[config.mk]
export PLATFORM = sky130hd
export DESIGN_NAME = noise_gen_lfsr
export DESIGN_NICKNAME = d
export VERILOG_FILES = /design/src/rtl/noise_pkg.sv /design/src/rtl/spi_cfg_rx.sv /design/src/rtl/noise_gen_lfsr.sv
export SDC_FILE = /design/constraint.sdc
export NUM_CORES = 1
export LEC_CHECK = 0
export BUFFER_PORTS_ARGS = -buffer_cell sky130_fd_sc_hd__buf_2
export CORE_UTILIZATION = 45
export DETAILED_ROUTE_END_ITERATION = 8
export PLACE_DENSITY = 0.59
export SLEW_MARGIN = 25
export SYNTH_ARGS = -nofsm -noshare
export SYNTH_HDL_FRONTEND = slang
export SYNTH_HIERARCHICAL = 1
export SYNTH_SLANG_ARGS = --single-unit
[constraint.sdc]
create_clock -name sys_clk -period 5.35 [get_ports sys_clk]
set_input_delay 0.535 -clock sys_clk [delete_from_list [all_inputs] [get_ports sys_clk]]
set_output_delay 0.535 -clock sys_clk [all_outputs]
set_load 0.01 [all_outputs]
[src/rtl/noise_pkg.sv]
// Shared definitions for the LFSR noise generator: tap mode encoding and the
// SPI configuration frame layout [enable][mode][div][seed], MSB first.
package noise_pkg;

   typedef enum logic {
      MODE_LONG  = 1'b0,
      MODE_SHORT = 1'b1
   } mode_e;

   localparam int unsigned ENABLE_W = 1;
   localparam int unsigned MODE_W   = 1;
   // Short mode only watches the low 7 bits for lock-up (period 127).
   localparam int unsigned SHORT_N  = 7;

   function automatic int unsigned frame_w(input int unsigned div_w, input int unsigned lfsr_w);
      return ENABLE_W + MODE_W + div_w + lfsr_w;
   endfunction

   function automatic int unsigned seed_lsb();
      return 0;
   endfunction

   function automatic int unsigned div_lsb(input int unsigned lfsr_w);
      return lfsr_w;
   endfunction

   function automatic int unsigned mode_bit(input int unsigned div_w, input int unsigned lfsr_w);
      return lfsr_w + div_w;
   endfunction

   function automatic int unsigned enable_bit(input int unsigned div_w,
                                              input int unsigned lfsr_w);
      return lfsr_w + div_w + MODE_W;
   endfunction

endpackage

[src/rtl/spi_cfg_rx.sv]
// SPI configuration receiver: synchronises the 3-wire SPI pins into clk_i,
// shifts in one frame per chip-select window and strobes commit or error.
module spi_cfg_rx
   import noise_pkg::*;
#(
   parameter int unsigned FRAME_W = 42
) (
   input  logic               clk_i,
   input  logic               rst_ni,
   input  logic               spi_clock_i,
   input  logic               spi_data_i,
   input  logic               spi_cs_i,
   output logic [FRAME_W-1:0] frame_o,
   output logic               commit_o,
   output logic               cfg_ok_o,
   output logic               frame_err_o
);

   localparam int unsigned      CNT_W    = $clog2(FRAME_W + 2);
   localparam logic [CNT_W-1:0] CNT_FULL = CNT_W'(FRAME_W);
   localparam logic [CNT_W-1:0] CNT_SAT  = CNT_W'(FRAME_W + 1);

   logic [2:0]         sclk_q;
   logic [1:0]         sdat_q;
   logic [2:0]         scs_q;
   logic [FRAME_W-1:0] shift_q, shift_d;
   logic [CNT_W-1:0]   cnt_q, cnt_d;
   logic               cfg_ok_q, cfg_ok_d;
   logic               frame_err_q, frame_err_d;
   logic               sclk_rise, cs_fall, cs_rise, cs_low;

   // Two stages synchronise, the third stage is only for edge detection.
   assign sclk_rise = sclk_q[1] & ~sclk_q[2];
   assign cs_fall   = ~scs_q[1] & scs_q[2];
   assign cs_rise   = scs_q[1] & ~scs_q[2];
   assign cs_low    = ~scs_q[1];

   always_comb begin
      shift_d     = shift_q;
      cnt_d       = cnt_q;
      cfg_ok_d    = 1'b0;
      frame_err_d = 1'b0;
      if (cs_fall) begin
         shift_d = '0;
         cnt_d   = '0;
      end else if (cs_rise) begin
         if (cnt_q == CNT_FULL) begin
            cfg_ok_d = 1'b1;
         end else begin
            frame_err_d = 1'b1;
         end
      end else if (cs_low && sclk_rise) begin
         shift_d = {shift_q[FRAME_W-2:0], sdat_q[1]};
         if (cnt_q != CNT_SAT) begin
            cnt_d = cnt_q + CNT_W'(1);
         end
      end
   end

   always_ff @(posedge clk_i or negedge rst_ni) begin
      if (!rst_ni) begin
         sclk_q      <= '0;
         sdat_q      <= '0;
         scs_q       <= '1;
         shift_q     <= '0;
         cnt_q       <= '0;
         cfg_ok_q    <= 1'b0;
         frame_err_q <= 1'b0;
      end else begin
         sclk_q      <= {sclk_q[1:0], spi_clock_i};
         sdat_q      <= {sdat_q[0], spi_data_i};
         scs_q       <= {scs_q[1:0], spi_cs_i};
         shift_q     <= shift_d;
         cnt_q       <= cnt_d;
         cfg_ok_q    <= cfg_ok_d;
         frame_err_q <= frame_err_d;
      end
   end

   // Commit is combinational so the config lands on the same edge as cfg_ok.
   assign commit_o    = cfg_ok_d;
   assign frame_o     = shift_q;
   assign cfg_ok_o    = cfg_ok_q;
   assign frame_err_o = frame_err_q;

endmodule

[src/rtl/noise_gen_lfsr.sv]
// Fibonacci LFSR noise voice with programmable tick divider, long/short tap
// modes, lock-up recovery and SPI runtime configuration.
module noise_gen_lfsr
   import noise_pkg::*;
#(
   parameter int unsigned LFSR_W    = 23,
   parameter int unsigned TAP_A     = 22,
   parameter int unsigned TAP_B     = 17,
   parameter int unsigned SHORT_A   = 6,
   parameter int unsigned SHORT_B   = 5,
   parameter int unsigned DIV_W     = 17,
   parameter int unsigned SEED      = 111,
   parameter int unsigned DIV_RESET = 13000
) (
   input  logic              sys_clk,
   input  logic              sys_rst_n,
   input  logic              spi_clock,
   input  logic              spi_data,
   input  logic              spi_cs,
   output logic              noise_signal,
   output logic [LFSR_W-1:0] noise_word,
   output logic              cfg_ok,
   output logic              frame_err
);

   localparam int unsigned FRAME_W  = frame_w(DIV_W, LFSR_W);
   localparam int unsigned SEED_LSB = seed_lsb();
   localparam int unsigned DIV_LSB  = div_lsb(LFSR_W);
   localparam int unsigned MODE_POS = mode_bit(DIV_W, LFSR_W);
   localparam int unsigned EN_POS   = enable_bit(DIV_W, LFSR_W);

   logic [1:0]         rst_sync_q;
   logic               rst_n;
   logic [FRAME_W-1:0] frame;
   logic               commit;

   logic               en_q, en_d;
   mode_e              mode_q, mode_d;
   logic [DIV_W-1:0]   div_q, div_d;
   logic [DIV_W-1:0]   cnt_q, cnt_d;
   logic [LFSR_W-1:0]  lfsr_q, lfsr_d;
   logic               sig_q, sig_d;
   logic               tick, fb, locked;

   // Reset asserts asynchronously and releases on a clock edge.
   always_ff @(posedge sys_clk or negedge sys_rst_n) begin
      if (!sys_rst_n) begin
         rst_sync_q <= '0;
      end else begin
         rst_sync_q <= {rst_sync_q[0], 1'b1};
      end
   end
   assign rst_n = rst_sync_q[1];

   spi_cfg_rx #(
      .FRAME_W (FRAME_W)
   ) u_spi_cfg_rx (
      .clk_i       (sys_clk),
      .rst_ni      (rst_n),
      .spi_clock_i (spi_clock),
      .spi_data_i  (spi_data),
      .spi_cs_i    (spi_cs),
      .frame_o     (frame),
      .commit_o    (commit),
      .cfg_ok_o    (cfg_ok),
      .frame_err_o (frame_err)
   );

   assign tick = en_q && (cnt_q == div_q);

   always_comb begin
      if (mode_q == MODE_SHORT) begin
         fb     = lfsr_q[SHORT_A] ^ lfsr_q[SHORT_B];
         locked = (lfsr_q[SHORT_N-1:0] == '0);
      end else begin
         fb     = lfsr_q[TAP_A] ^ lfsr_q[TAP_B];
         locked = (lfsr_q == '0);
      end
   end

   always_comb begin
      en_d   = en_q;
      mode_d = mode_q;
      div_d  = div_q;
      cnt_d  = cnt_q;
      lfsr_d = lfsr_q;
      sig_d  = sig_q;
      if (commit) begin
         // A tick landing on the commit edge is dropped.
         en_d   = frame[EN_POS];
         mode_d = mode_e'(frame[MODE_POS]);
         div_d  = frame[DIV_LSB +: DIV_W];
         lfsr_d = frame[SEED_LSB +: LFSR_W];
         cnt_d  = '0;
      end else if (!en_q) begin
         cnt_d = '0;
      end else if (tick) begin
         cnt_d = '0;
         if (locked) begin
            lfsr_d = LFSR_W'(SEED);
         end else begin
            lfsr_d = {lfsr_q[LFSR_W-2:0], fb};
            sig_d  = fb;
         end
      end else begin
         cnt_d = cnt_q + DIV_W'(1);
      end
   end

   always_ff @(posedge sys_clk or negedge rst_n) begin
      if (!rst_n) begin
         en_q   <= 1'b1;
         mode_q <= MODE_LONG;
         div_q  <= DIV_W'(DIV_RESET);
         cnt_q  <= '0;
         lfsr_q <= LFSR_W'(SEED);
         sig_q  <= 1'b0;
      end else begin
         en_q   <= en_d;
         mode_q <= mode_d;
         div_q  <= div_d;
         cnt_q  <= cnt_d;
         lfsr_q <= lfsr_d;
         sig_q  <= sig_d;
      end
   end

   assign noise_word   = lfsr_q;
   assign noise_signal = sig_q;

endmodule

==> flow_metrics.tcl <==
set metrics [dict create \
    vdd_ir_drop_max_mv 0.2733 \
    viasPerCell 5.477 \
    p_leak_nw 2.920 \
    start_util_pct 46.99 \
    grtUsageMet1_pct 26.65 \
    h-tree-depth 4 \
    die_w_um 112.4 \
    ant_nets 0 \
    numCtsBuffers 17 \
    first_pass_iters 4 \
    synth_edf_count 0 \
    synth_compound_area_share_pct 9.452 \
    slowest_delay_ps 410 \
    synthAdderAreaFrac_pct 0.6849 \
    cts_tree "built" \
    worst_ep_required_time_ps 5640 \
    syn_to_final_growth_pct 16.37 \
    grt_first_pass_wirelength_um 19550 \
    fin_crit_ps 2601 \
    antenna_cells 0 \
    die_h_um 112.4 \
    yosys-top-cells-area "dfrtp_1, mux2_2, dfstp_2" \
    setup_viol 0 \
    die-area_mm2 0.01262 \
    holdWs_ps 224.0 \
    path_clk_slew_ps 50 \
    synth_area_mm2 0.005480 \
    place_congestion 0.7432 \
    grt_pass1_vias 3965 \
    wl_um 11540 \
    crit_arrival_ps 2890 \
    cp_cell_sequence "and4bb_2 > nand2_1 > nor2_4 > buf_12 > or2_2 > nor2_1 > buf_4 > a221o_1 > mux2_2" \
    cp_max_fo 37 \
    fin_total_pwr_mw 2.028 \
    use_met3_pct 4.752 \
    hold_buffers 1 \
    setup_ws_ps 2749 \
    dr.first_iter.drc_count 292 \
    drv_cap 0 \
    clk_latency_ps 410 \
    final-hold-violation-count 0 \
    setup-tns-final_ps 0 \
    cts.sinks 120 \
    hp-class "input pin to register" \
    fillers 1019 \
    avgRoutedWirePerCell_um 16.42 \
    fmaxAchievable_mhz 384.5 \
    core_mm2 0.01166 \
    start_kind "register" \
    seqCellArea_mm2 0.003027 \
    synth_xor_xnor_area_share_pct 5.434 \
    p_per_area_mw_per_mm2 318.0 \
    dp_hpwl_um 7346 \
    worst_slew_pin_slew_ps 606.9 \
    worst-path-buf-inv 2 \
    place_area_mm2 0.005792 \
    async_flop_share_pct 100.0 \
    num_vias 3850 \
    row_count 39 \
    grt_max_degree 76 \
    syn-num-nets 521 \
    endpoint_kind "register" \
    cp_slowest_cell "dfrtp_1" \
    crit_type "register to register" \
    yosysWarnings 6 \
    avgSynthCellArea_um2 10.68 \
    fin_area_mm2 0.006377 \
    multi_input_area_mm2 0.002297 \
    drc 0 \
    cts-resized-gates 0 \
    cp_top_family "simple AND/OR/NAND/NOR gates" \
    report.final.slew_viol_count 0 \
    nets 555 \
    fin_crit_sh_pct 48.62 \
    synth_top_area_share_pct 47.49 \
    antenna_found_initial 0 \
    track_usage_pct 20.08 \
    ys_seq_elements 120 \
    clock-root-buffer "clkbuf_16" \
    synth_cell_types 47 \
    num_io_pins 31 \
    synth_top_family_by_area "simple AND/OR/NAND/NOR gates" \
    synthSimpleGateAreaFrac_pct 17.08 \
    synthMuxAreaShare_pct 8.767 \
    busiest_layer "met2" \
    ys_seq_area_share_pct 55.16 \
    yosysTopAreaCell "dfrtp_1" \
    io_buffers 30 \
    ys.flop_type "dfrtp_1" \
    rsz0062_at_grt "no" \
    grt_overflow 0 \
    fin_worst_skew_ps 7.697 \
    drive_above_1_share_pct 23.57 \
    grt_util_met2_pct 31.35 \
    post_cts_buffers 0 \
    slew_headroom_pct 59.45 \
    cts_buffer_depth 2 \
    status "finished clean" \
    syn_inst 513 \
    pre_cts_slack_ps 2739 \
]
-- worst paths after layout --
path	from	to	slack, ps	depth (start not counted)
hold / removal	spi_cs	u_spi_cfg_rx/scs_q[0]	220	1
min in group asynchronous	rst_sync_q[1]	u_spi_cfg_rx/cnt_q[2]	320	0
setup / recovery	u_spi_cfg_rx/cnt_q[2]	noise_word[8]	2750	9
max in group asynchronous	rst_sync_q[1]	div_q[13]	4050	1
setup reg to reg	u_spi_cfg_rx/cnt_q[2]	noise_word[8]	2750	9
hold reg to reg	rst_sync_q[1]	u_spi_cfg_rx/cnt_q[2]	320	0
-- power breakdown --
part	internal [mW]	total (mW)	switching (mW)	leakage, nW
Clock	0.686	1.06	0.371	0.270
Sequential	0.918	0.929	0.0111	1.60
Combinational	0.0106	0.0417	0.0311	1.05
-- Yosys cell counts, types with 2 or more instances --
library cell and count:
nor2b_1 2, mux2_2 40, nand2_1 99, buf_6 3, xnor2_1 12, mux2i_1 3
a21oi_1 47, dfstp_2 16, nand4_1 3, clkbuf_1 15, a31oi_1 2, and4_1 3
nor3b_1 16, or3_1 2, nor3_1 5, o21ai_0 5, a221o_1 15, or4_1 2
o211ai_1 2, a221oi_1 3, dfrtp_1 104, nand2b_1 4, nand3_1 9, a22oi_1 2
nor4_1 8, inv_1 12, and3_1 5, ha_1 3, nor2_1 25, buf_2 6
buf_1 3, xor2_1 22
-- through the flow --
stage | cells | util [%]
5_1_grt | 703 | 54.68
3_3_place_gp | 666 | 49.33
4_1_cts | 702 | 54.47
3_5_place_dp | 669 | 49.66
6_report | 703 | 54.68
2_1_floorplan | 513 | -
-- state kept, by name, indices dropped and copies added, names as in the netlist, 2 cells and up --
register and cells:
cnt_q 17, div_q 17, noise_word 23, rst_sync_q 2, u_spi_cfg_rx/cnt_q 6, u_spi_cfg_rx/frame_o 42
u_spi_cfg_rx/sclk_q 3, u_spi_cfg_rx/scs_q 3, u_spi_cfg_rx/sdat_q 2
-- logic make-up (layout without fill, tap and decap cells) --
group                    after synthesis  after routing
AO/OA/AOI/OAI                         81             81
other                                  1              1
AND/OR/NAND/NOR                      191            191
buffers and inverters                 40             87
adder cells (fa/ha/maj)                3              3
multiplexers                          43             43
XOR/XNOR                              34             34
flip-flops                           120            120
-- final cells by class --
class	instances	share of cell area [%]
well taps	143	2.806
clock inverters	3	0.6278
multi-input cells	353	36.02
clock buffers	29	8.005
flip-flops and latches	120	47.46
repair buffers	43	4.375
inverters	12	0.7063
-- layout by cell type, fill, tap and decap left out, types with 9 or more instances in the layout --
cell type / instances
a21oi_1: 46
a221o_1: 15
buf_2: 30
buf_4: 9
clkbuf_16: 17
dfrtp_1: 103
dfstp_2: 16
inv_1: 12
mux2_2: 40
nand2_1: 99
nand3_1: 9
nor2_1: 24
nor3b_1: 15
xnor2_1: 12
xor2_1: 22
-- layer usage --
metal  wire length (um)  share of wire (%)
met3                404                3.5
met4                198                1.7
met5                  0                  0
met1               5557                 48
met2               5381                 47
Note: power is estimated with default switching activity, not from simulation.
